<file path="src/rtl/duty_meter_pkg.sv">
// Shared types for the PWM duty meter: measurement FSM states, divider states
// and the IIR averaging shift.
package duty_meter_pkg;
  typedef enum logic [1:0] {IDLE, ARM, MEASURE} meter_state_e;
  typedef enum logic [1:0] {DIV_IDLE, DIV_RUN, DIV_DONE} div_state_e;
  localparam int AVG_SHIFT = 3;
endpackage

</file>
<file path="src/rtl/pwm_duty_meter_if.sv">
// Duty meter signal bundle: master drives enable and the PWM clock, slave
// (the meter) returns the duty/period results and status pulses.
interface pwm_duty_meter_if #(
  parameter int CNT_W  = 16,
  parameter int DUTY_W = 10
);
  logic              en;
  logic              pwm_in;
  logic [DUTY_W-1:0] duty_out;
  logic [CNT_W-1:0]  period_out;
  logic              duty_valid;
  logic              overflow;
  logic              overrun;

  modport master (output en, pwm_in,
                  input  duty_out, period_out, duty_valid, overflow, overrun);
  modport slave  (input  en, pwm_in,
                  output duty_out, period_out, duty_valid, overflow, overrun);
endinterface

</file>
<file path="src/rtl/duty_divider.sv">
// Serial restoring divider: quot = floor(num * 2^DUTY_W / den), one bit per cycle
// after a load cycle; stays busy for one extra cycle while the result is published.
module duty_divider
  import duty_meter_pkg::*;
#(
  parameter int CNT_W  = 16,
  parameter int DUTY_W = 10
) (
  input  logic              clk,
  input  logic              rst_n,
  input  logic              i_start,
  input  logic              i_abort,
  input  logic [CNT_W-1:0]  i_num,
  input  logic [CNT_W-1:0]  i_den,
  output logic              o_busy,
  output logic              o_done,
  output logic [DUTY_W-1:0] o_quot
);
  localparam int CW = $clog2(DUTY_W + 1);

  div_state_e        r_state;
  logic [CNT_W-1:0]  r_rem;
  logic [CNT_W-1:0]  r_den;
  logic [DUTY_W-2:0] r_quot;
  logic [CW-1:0]     r_cnt;
  logic              r_sat;

  logic [CNT_W:0]    w_shift;
  logic              w_ge;
  logic [CNT_W-1:0]  w_rem_nxt;
  logic [DUTY_W-1:0] w_quot_nxt;
  logic              w_last;

  assign w_shift    = {r_rem, 1'b0};
  assign w_ge       = w_shift >= {1'b0, r_den};
  assign w_rem_nxt  = w_ge ? CNT_W'(w_shift - {1'b0, r_den}) : w_shift[CNT_W-1:0];
  assign w_quot_nxt = {r_quot, w_ge};
  assign w_last     = r_cnt == CW'(DUTY_W - 1);

  assign o_busy = r_state != DIV_IDLE;
  assign o_done = (r_state == DIV_RUN) && w_last;
  // num >= den means a 100% duty, which does not fit in DUTY_W bits
  assign o_quot = r_sat ? '1 : w_quot_nxt;

  always_ff @(posedge clk or negedge rst_n) begin
    if (!rst_n) begin
      r_state <= DIV_IDLE;
      r_rem   <= '0;
      r_den   <= '0;
      r_quot  <= '0;
      r_cnt   <= '0;
      r_sat   <= 1'b0;
    end else if (i_abort) begin
      r_state <= DIV_IDLE;
      r_cnt   <= '0;
    end else begin
      case (r_state)
        DIV_IDLE: if (i_start) begin
          r_state <= DIV_RUN;
          r_rem   <= i_num;
          r_den   <= i_den;
          r_quot  <= '0;
          r_cnt   <= '0;
          r_sat   <= i_num >= i_den;
        end
        DIV_RUN: begin
          r_rem  <= w_rem_nxt;
          r_quot <= w_quot_nxt[DUTY_W-2:0];
          r_cnt  <= r_cnt + CW'(1);
          if (w_last) r_state <= DIV_DONE;
        end
        default: r_state <= DIV_IDLE;
      endcase
    end
  end
endmodule

</file>
<file path="src/rtl/pwm_duty_meter.sv">
// Oversampling PWM duty meter: synchronizer, rise detect, IDLE/ARM/MEASURE counters,
// serial divider and output registers. Define DUTY_METER_AVG_EN for IIR-averaged duty.
module pwm_duty_meter
  import duty_meter_pkg::*;
#(
  parameter int CNT_W       = 16,
  parameter int DUTY_W      = 10,
  parameter int SYNC_STAGES = 2
) (
  input logic clk,
  input logic rst_n,
  pwm_duty_meter_if.slave bus
);
  localparam logic [CNT_W-1:0] CNT_MAX = '1;

  logic [SYNC_STAGES-1:0] r_sync;
  logic                   r_sync_d;
  logic                   w_sync, w_rise;

  assign w_sync = r_sync[SYNC_STAGES-1];
  assign w_rise = w_sync & ~r_sync_d;

  always_ff @(posedge clk or negedge rst_n) begin
    if (!rst_n) begin
      r_sync   <= '0;
      r_sync_d <= 1'b0;
    end else begin
      r_sync   <= {r_sync[SYNC_STAGES-2:0], bus.pwm_in};
      r_sync_d <= w_sync;
    end
  end

  meter_state_e      r_state;
  logic [CNT_W-1:0]  r_hi, r_per, r_snap_per, r_period;
  logic [DUTY_W-1:0] r_duty;
  logic              r_overflow, r_overrun, r_valid;
  logic              w_start, w_div_busy, w_div_done;
  logic [DUTY_W-1:0] w_div_quot, w_duty_code;

  assign w_start = bus.en && (r_state == MEASURE) && w_rise && !w_div_busy;

  duty_divider #(.CNT_W(CNT_W), .DUTY_W(DUTY_W)) u_div (
    .clk     (clk),
    .rst_n   (rst_n),
    .i_start (w_start),
    .i_abort (!bus.en),
    .i_num   (r_hi),
    .i_den   (r_per),
    .o_busy  (w_div_busy),
    .o_done  (w_div_done),
    .o_quot  (w_div_quot)
  );

  // The rise cycle is counted as cycle 1 of the new period (and as a high cycle).
  always_ff @(posedge clk or negedge rst_n) begin
    if (!rst_n) begin
      r_state    <= IDLE;
      r_hi       <= '0;
      r_per      <= '0;
      r_overflow <= 1'b0;
      r_overrun  <= 1'b0;
    end else begin
      r_overflow <= 1'b0;
      if (!bus.en) begin
        r_state   <= IDLE;
        r_hi      <= '0;
        r_per     <= '0;
        r_overrun <= 1'b0;
      end else begin
        case (r_state)
          IDLE: r_state <= ARM;
          ARM: if (w_rise) begin
            r_state <= MEASURE;
            r_hi    <= CNT_W'(1);
            r_per   <= CNT_W'(1);
          end
          MEASURE: begin
            if (w_rise) begin
              r_hi  <= CNT_W'(1);
              r_per <= CNT_W'(1);
              if (w_div_busy) r_overrun <= 1'b1;
            end else if (r_per == CNT_MAX) begin
              r_overflow <= 1'b1;
              r_state    <= ARM;
              r_hi       <= '0;
              r_per      <= '0;
            end else begin
              r_per <= r_per + CNT_W'(1);
              r_hi  <= r_hi + CNT_W'(w_sync);
            end
          end
          default: r_state <= IDLE;
        endcase
      end
    end
  end

`ifdef DUTY_METER_AVG_EN
  localparam int AW = DUTY_W + AVG_SHIFT;
  logic [AW-1:0]   r_avg;
  logic            r_avg_first;
  logic signed [AW:0] w_diff;
  logic [AW-1:0]   w_avg_upd;

  assign w_diff      = $signed({1'b0, w_div_quot, {AVG_SHIFT{1'b0}}}) - $signed({1'b0, r_avg});
  assign w_avg_upd   = r_avg_first ? {w_div_quot, {AVG_SHIFT{1'b0}}}
                                   : AW'($signed({1'b0, r_avg}) + (w_diff >>> AVG_SHIFT));
  assign w_duty_code = w_avg_upd[AW-1:AVG_SHIFT];

  // The first result after IDLE/reset seeds the average instead of blending.
  always_ff @(posedge clk or negedge rst_n) begin
    if (!rst_n) begin
      r_avg       <= '0;
      r_avg_first <= 1'b1;
    end else if (!bus.en) begin
      r_avg_first <= 1'b1;
    end else if (w_div_done) begin
      r_avg       <= w_avg_upd;
      r_avg_first <= 1'b0;
    end
  end
`else
  assign w_duty_code = w_div_quot;
`endif

  always_ff @(posedge clk or negedge rst_n) begin
    if (!rst_n) begin
      r_snap_per <= '0;
      r_period   <= '0;
      r_duty     <= '0;
      r_valid    <= 1'b0;
    end else begin
      r_valid <= 1'b0;
      if (w_start) r_snap_per <= r_per;
      if (bus.en && w_div_done) begin
        r_valid  <= 1'b1;
        r_duty   <= w_duty_code;
        r_period <= r_snap_per;
      end
    end
  end

  assign bus.duty_out   = r_duty;
  assign bus.period_out = r_period;
  assign bus.duty_valid = r_valid;
  assign bus.overflow   = r_overflow;
  assign bus.overrun    = r_overrun;
endmodule

</file>
<file path="src/flat_wrapper.sv">
// flat-port wrapper written by rule: the top's interface ports become plain ports
module pwm_duty_meter_flat import duty_meter_pkg::*;
#(
  parameter int CNT_W       = 16,
  parameter int DUTY_W      = 10,
  parameter int SYNC_STAGES = 2
)
  (clk, rst_n, bus_en, bus_pwm_in, bus_duty_out, bus_period_out, bus_duty_valid, bus_overflow, bus_overrun);
  pwm_duty_meter_if #(.CNT_W(CNT_W), .DUTY_W(DUTY_W)) bus_i ();
  input logic clk;
  input logic rst_n;
  input wire logic [$bits(bus_i.en)-1:0] bus_en;
  input wire logic [$bits(bus_i.pwm_in)-1:0] bus_pwm_in;
  output wire logic [$bits(bus_i.duty_out)-1:0] bus_duty_out;
  output wire logic [$bits(bus_i.period_out)-1:0] bus_period_out;
  output wire logic [$bits(bus_i.duty_valid)-1:0] bus_duty_valid;
  output wire logic [$bits(bus_i.overflow)-1:0] bus_overflow;
  output wire logic [$bits(bus_i.overrun)-1:0] bus_overrun;
  assign bus_i.en = bus_en;
  assign bus_i.pwm_in = bus_pwm_in;
  assign bus_duty_out = bus_i.duty_out;
  assign bus_period_out = bus_i.period_out;
  assign bus_duty_valid = bus_i.duty_valid;
  assign bus_overflow = bus_i.overflow;
  assign bus_overrun = bus_i.overrun;
  pwm_duty_meter #(.CNT_W(CNT_W), .DUTY_W(DUTY_W), .SYNC_STAGES(SYNC_STAGES)) u_core (.clk(clk), .rst_n(rst_n), .bus(bus_i));
endmodule
</file>
<file path="config.mk">
export PLATFORM = sky130hd
export DESIGN_NAME = pwm_duty_meter_flat
export DESIGN_NICKNAME = d
export VERILOG_FILES = /design/src/rtl/duty_meter_pkg.sv /design/src/rtl/pwm_duty_meter_if.sv /design/src/rtl/duty_divider.sv /design/src/rtl/pwm_duty_meter.sv /design/src/flat_wrapper.sv
export SDC_FILE = /design/constraint.sdc
export NUM_CORES = 1
export LEC_CHECK = 0
export CORE_MARGIN = 10
export CORE_UTILIZATION = 30
export DETAILED_ROUTE_END_ITERATION = 8
export SLEW_MARGIN = 25
export SYNTH_ARGS = -nofsm -noshare
export SYNTH_HDL_FRONTEND = slang
export SYNTH_SLANG_ARGS = --single-unit
</file>
<file path="constraint.sdc">
create_clock -name clk -period 2.8 [get_ports clk]
set_clock_uncertainty 0.15 [all_clocks]
set_input_delay 0.42 -clock clk [delete_from_list [all_inputs] [get_ports clk]]
set_output_delay 0.42 -clock clk [all_outputs]
set_load 0.02 [all_outputs]
</file>
==> impl_results.rst <==
.. list-table::
   :header-rows: 1

   * - Metric
     - Value
   * - Status
     - complete, no violations
   * - Port Buf Inserts
     - 32
   * - DRC marker count from the first detailed-route iteration
     - 465
   * - Library cell contributing the largest single delay on the critical path
     - dfrtp_1
   * - Final #Nets
     - 822
   * - Vias in the first global route
     - 5294
   * - Final HPWL DP
     - 12300 um
   * - Worst min-delay path class
     - register to register
   * - Number of buffers inserted during clock tree synthesis
     - 17
   * - Syn avg cell area
     - 9.45 um2
   * - Area of the core
     - 0.0226 mm2
   * - Syn Nets
     - 774
   * - Clk pin slew, worst setup/hold paths
     - about 0.06 ns
   * - Layout filler cell count
     - 2253
   * - Part of the Yosys area used for sequential elements
     - a little under half
   * - Max Clock Freq
     - ~0.38 GHz
   * - Number of synthesized register bits
     - 130
   * - Worst setup path startpoint
     - u_core.u_div.r_den[1]
   * - Routed wire per std cell
     - roughly 16 um
   * - Pwr/cell area
     - 646 mW/mm2
   * - Largest delay share family, worst path
     - compound AO/OA/AOI/OAI gates
   * - Width of the die
     - 172 um
   * - Most used flip-flop cell after synthesis
     - dfrtp_1
   * - Worst setup slack before clock tree synthesis
     - just under 0.2 ns
   * - Sw frac
     - 28.2%
   * - Net switching power
     - 1.51 mW
   * - Most used standard cells in the synthesized netlist
     - 130 x dfrtp_1, 83 x nand2_1, 82 x o21ai_0
   * - Clock Power Share
     - approximately 42%
   * - Post-Layout Cell Count
     - 1077
   * - Final Hold Fails
     - 0
   * - Worst relative slew slack
     - 63.4%
   * - Register area
     - 0.00325 mm2
   * - Worst setup slack after layout
     - 0.196 ns
   * - Buffer type at the clock tree root
     - clkbuf_16
   * - Remaining antenna violation count after routing
     - 0
   * - Max stage delay on crit path
     - between 0.3 and 0.4 ns
   * - Die Height
     - 172 um
   * - CP cell instances
     - inv_1 > ha_1 > nor2b_1 > o31a_1 > a211o_1 > a21oi_2 > o31a_1 > buf_4 > mux2i_1 > o221ai_1
   * - TritonCTS clock tree
     - yes
   * - Hold path startpoint
     - u_core.r_sync[0]
   * - Max-cap violation count
     - 0
   * - Largest buffer count on any clock path
     - 2
   * - Worst path arrival time
     - 2.74 ns
   * - Critical Path Most Common Cell
     - o31a_1
   * - Worst path bufs/invs
     - 2
   * - Number of clock sinks
     - 130
   * - Cell types with the largest area share after synthesis
     - dfrtp_1 47%, ha_1 6.7%, o21ai_0 5.9%
   * - Total stage count of the critical path
     - 10
   * - Most common cell in the netlist
     - dfrtp_1
   * - Type of origin of the critical path
     - register
   * - Worst setup path category
     - register to register
   * - Pin count of the biggest net entering global routing
     - 56
   * - Number of cells in the design after placement
     - roughly 1.0k
   * - Number of vias per cell
     - about 5
   * - Number of I/O pins
     - 33
   * - Via count of the routed design
     - 5420
   * - Depth of the worst register-to-register path
     - 10
   * - Remaining routing DRC violations
     - 0
   * - Async SR Flop Fraction
     - between 90% and 100%
   * - Top cell type's share of synthesized area
     - 47.0%
   * - First-pass detailed-route iteration total
     - 5
   * - Overall fraction of global-route tracks in use
     - ~12%
   * - Cells after synthesis
     - ~730
   * - Weighted congestion at the end of routability-driven global placement
     - 0.845
   * - Maximum ir drop on the vdd rail
     - 0.326 mV
   * - Number of flops mapped to enable cells by yosys
     - 0
   * - Ant. Diodes
     - 0
   * - Top fanout value on the critical path
     - 7
   * - Antenna violations before repair
     - 0
   * - Clock latency on the worst-skew pair
     - 0.43 ns
   * - Layout cells sized above 1
     - 11.6%
   * - Setup tns final
     - 0 ns
   * - Cell type with the highest aggregate area in the netlist
     - dfrtp_1
   * - Min cycle time layout
     - 2.60 ns
   * - First-pass GRT wire length
     - between 20000 and 30000 um
   * - Final setup vio count
     - 0
   * - Setup repair after global routing missed its margin
     - no
   * - Worst flop-to-flop path startpoint
     - u_core.u_div.r_den[1]
   * - Warnings, synthesis
     - 0
   * - Area of the die
     - 0.0295 mm2
   * - Combinational group share of total power
     - 17.9%
   * - FP Rows
     - 55
   * - Category of the worst setup path capture point
     - register
   * - Remaining global-route overflow
     - 0
   * - Multi-input combinational cell area
     - 0.00330 mm2
   * - Leak pwr
     - 3.76 nW
   * - Area added between synthesis and finish
     - 20.0%
   * - Distinct cells, synth
     - 62
   * - CTS H-tree depth
     - 4
   * - Cell area after synthesis
     - 0.00692 mm2
   * - Starting density of the core
     - 30.6%
   * - Transition time of the tightest slew-check pin
     - between 0.5 and 0.6 ns
   * - Sequential group share of total power
     - 39.8%
   * - Worst hold path cell count
     - 0
   * - Final Slew Violations
     - 0
   * - Cell internal pwr
     - 3.85 mW
   * - WP data required
     - 2.94 ns
   * - Crit share post-route
     - 93.0%
   * - Final WL
     - around 17000 um
## power by group through the flow
stage / logic, mW / clock network [mW] / registers, mW
after floorplan: 0.768 / 0 / 2.12
after global placement: 0.936 / 0 / 2.16
after detailed placement: 0.948 / 0 / 2.16
after CTS: 0.958 / 2.32 / 2.13
after global routing: 1.08 / 2.41 / 2.15
final: 0.960 / 2.27 / 2.13
## registers in the layout (all words and copies together) (netlist names)
register               flops
u_core.bus.duty_out       10
u_core.bus.duty_valid      1
u_core.bus.overflow        1
u_core.bus.overrun         1
u_core.bus.period_out     16
u_core.r_hi               16
u_core.r_per              16
u_core.r_snap_per         16
u_core.r_state             2
u_core.r_sync              2
u_core.r_sync_d            1
u_core.u_div.r_cnt         4
u_core.u_div.r_den        16
u_core.u_div.r_quot        9
u_core.u_div.r_rem        16
u_core.u_div.r_sat         1
u_core.u_div.r_state       2
## cells by family after synthesis
family / share of synthesized area (%)
and+or+nand+nor: 14.7
adders and majority gates: 6.98
DFF: 47.0
xor gates and xnor gates: 3.16
muxes: 4.54
buffers and inverters: 5.61
AOI/OAI and AO/OA: 18.0
## what timing repair did
action	in CTS	in global routing
buffers inserted	0	0
endpoints found under the hold margin	47	0
resized for setup	0	1
hold buffers	1	0
endpoints found under the setup margin	0	5
## area by class of cell
class | count | area share (%)
well taps | 285 | 4.29
clock buffers | 18 | 5.29
inverters | 52 | 2.35
multi-input cells | 515 | 39.7
flip-flops and latches | 130 | 39.2
repair buffers | 64 | 7.25
clock inverters | 13 | 1.96
## metrics by stage
step                      hold slack (ns)  cell area [um2]  power (mW)  utilization [%]
after floorplan                   -0.0256             6920        2.89                -
after global placement              0.185             7690        3.09             34.0
after detailed placement            0.188             7690        3.11             34.0
after CTS                           0.202             8300        5.41             36.7
after global routing                0.208             8300        5.65             36.7
final                               0.199             8300        5.37             36.7
## path summary, 6_finish.rpt
check / endpoint / slack, ns
max: u_core.u_div.r_rem[3] / 0.20
min in group asynchronous: u_core.bus.duty_out[6] / 0.35
min reg2reg: u_core.r_sync[1] / 0.20
max reg2reg: u_core.u_div.r_rem[3] / 0.20
min: u_core.r_sync[1] / 0.20
max in group asynchronous: u_core.u_div.r_cnt[1] / 1.35
## cells in the final DEF (no fill, tap or decap), drive strengths merged, types with 4 or more instances in the layout
master / netlist / layout
a21o: 12 / 12
a21oi: 43 / 43
a31oi: 6 / 6
and2: 4 / 4
and3: 9 / 9
buf: 17 / 32
clkbuf: 18 / 18
clkdlybuf4s50: 0 / 31
clkinv: 0 / 4
clkinvlp: 0 / 6
dfrtp: 130 / 130
ha: 37 / 37
inv: 52 / 52
mux2: 19 / 19
mux2i: 10 / 10
nand2: 83 / 83
nand2b: 11 / 11
nand3: 21 / 21
nand4: 9 / 9
nor2: 57 / 57
nor2b: 6 / 6
nor3: 9 / 9
o21a: 7 / 7
o21ai: 88 / 88
o221ai: 7 / 7
o22ai: 7 / 7
o31a: 4 / 4
o31ai: 7 / 7
xnor2: 15 / 15
xor2: 10 / 10
## layer usage
layer  routed length [um]  global-route usage (%)
met1                 8350                    16.5
met2                 7740                    18.2
met3                  758                    3.31
met4                  146                    3.56
met5                    0                       0
(Power assumes the default switching activity.)
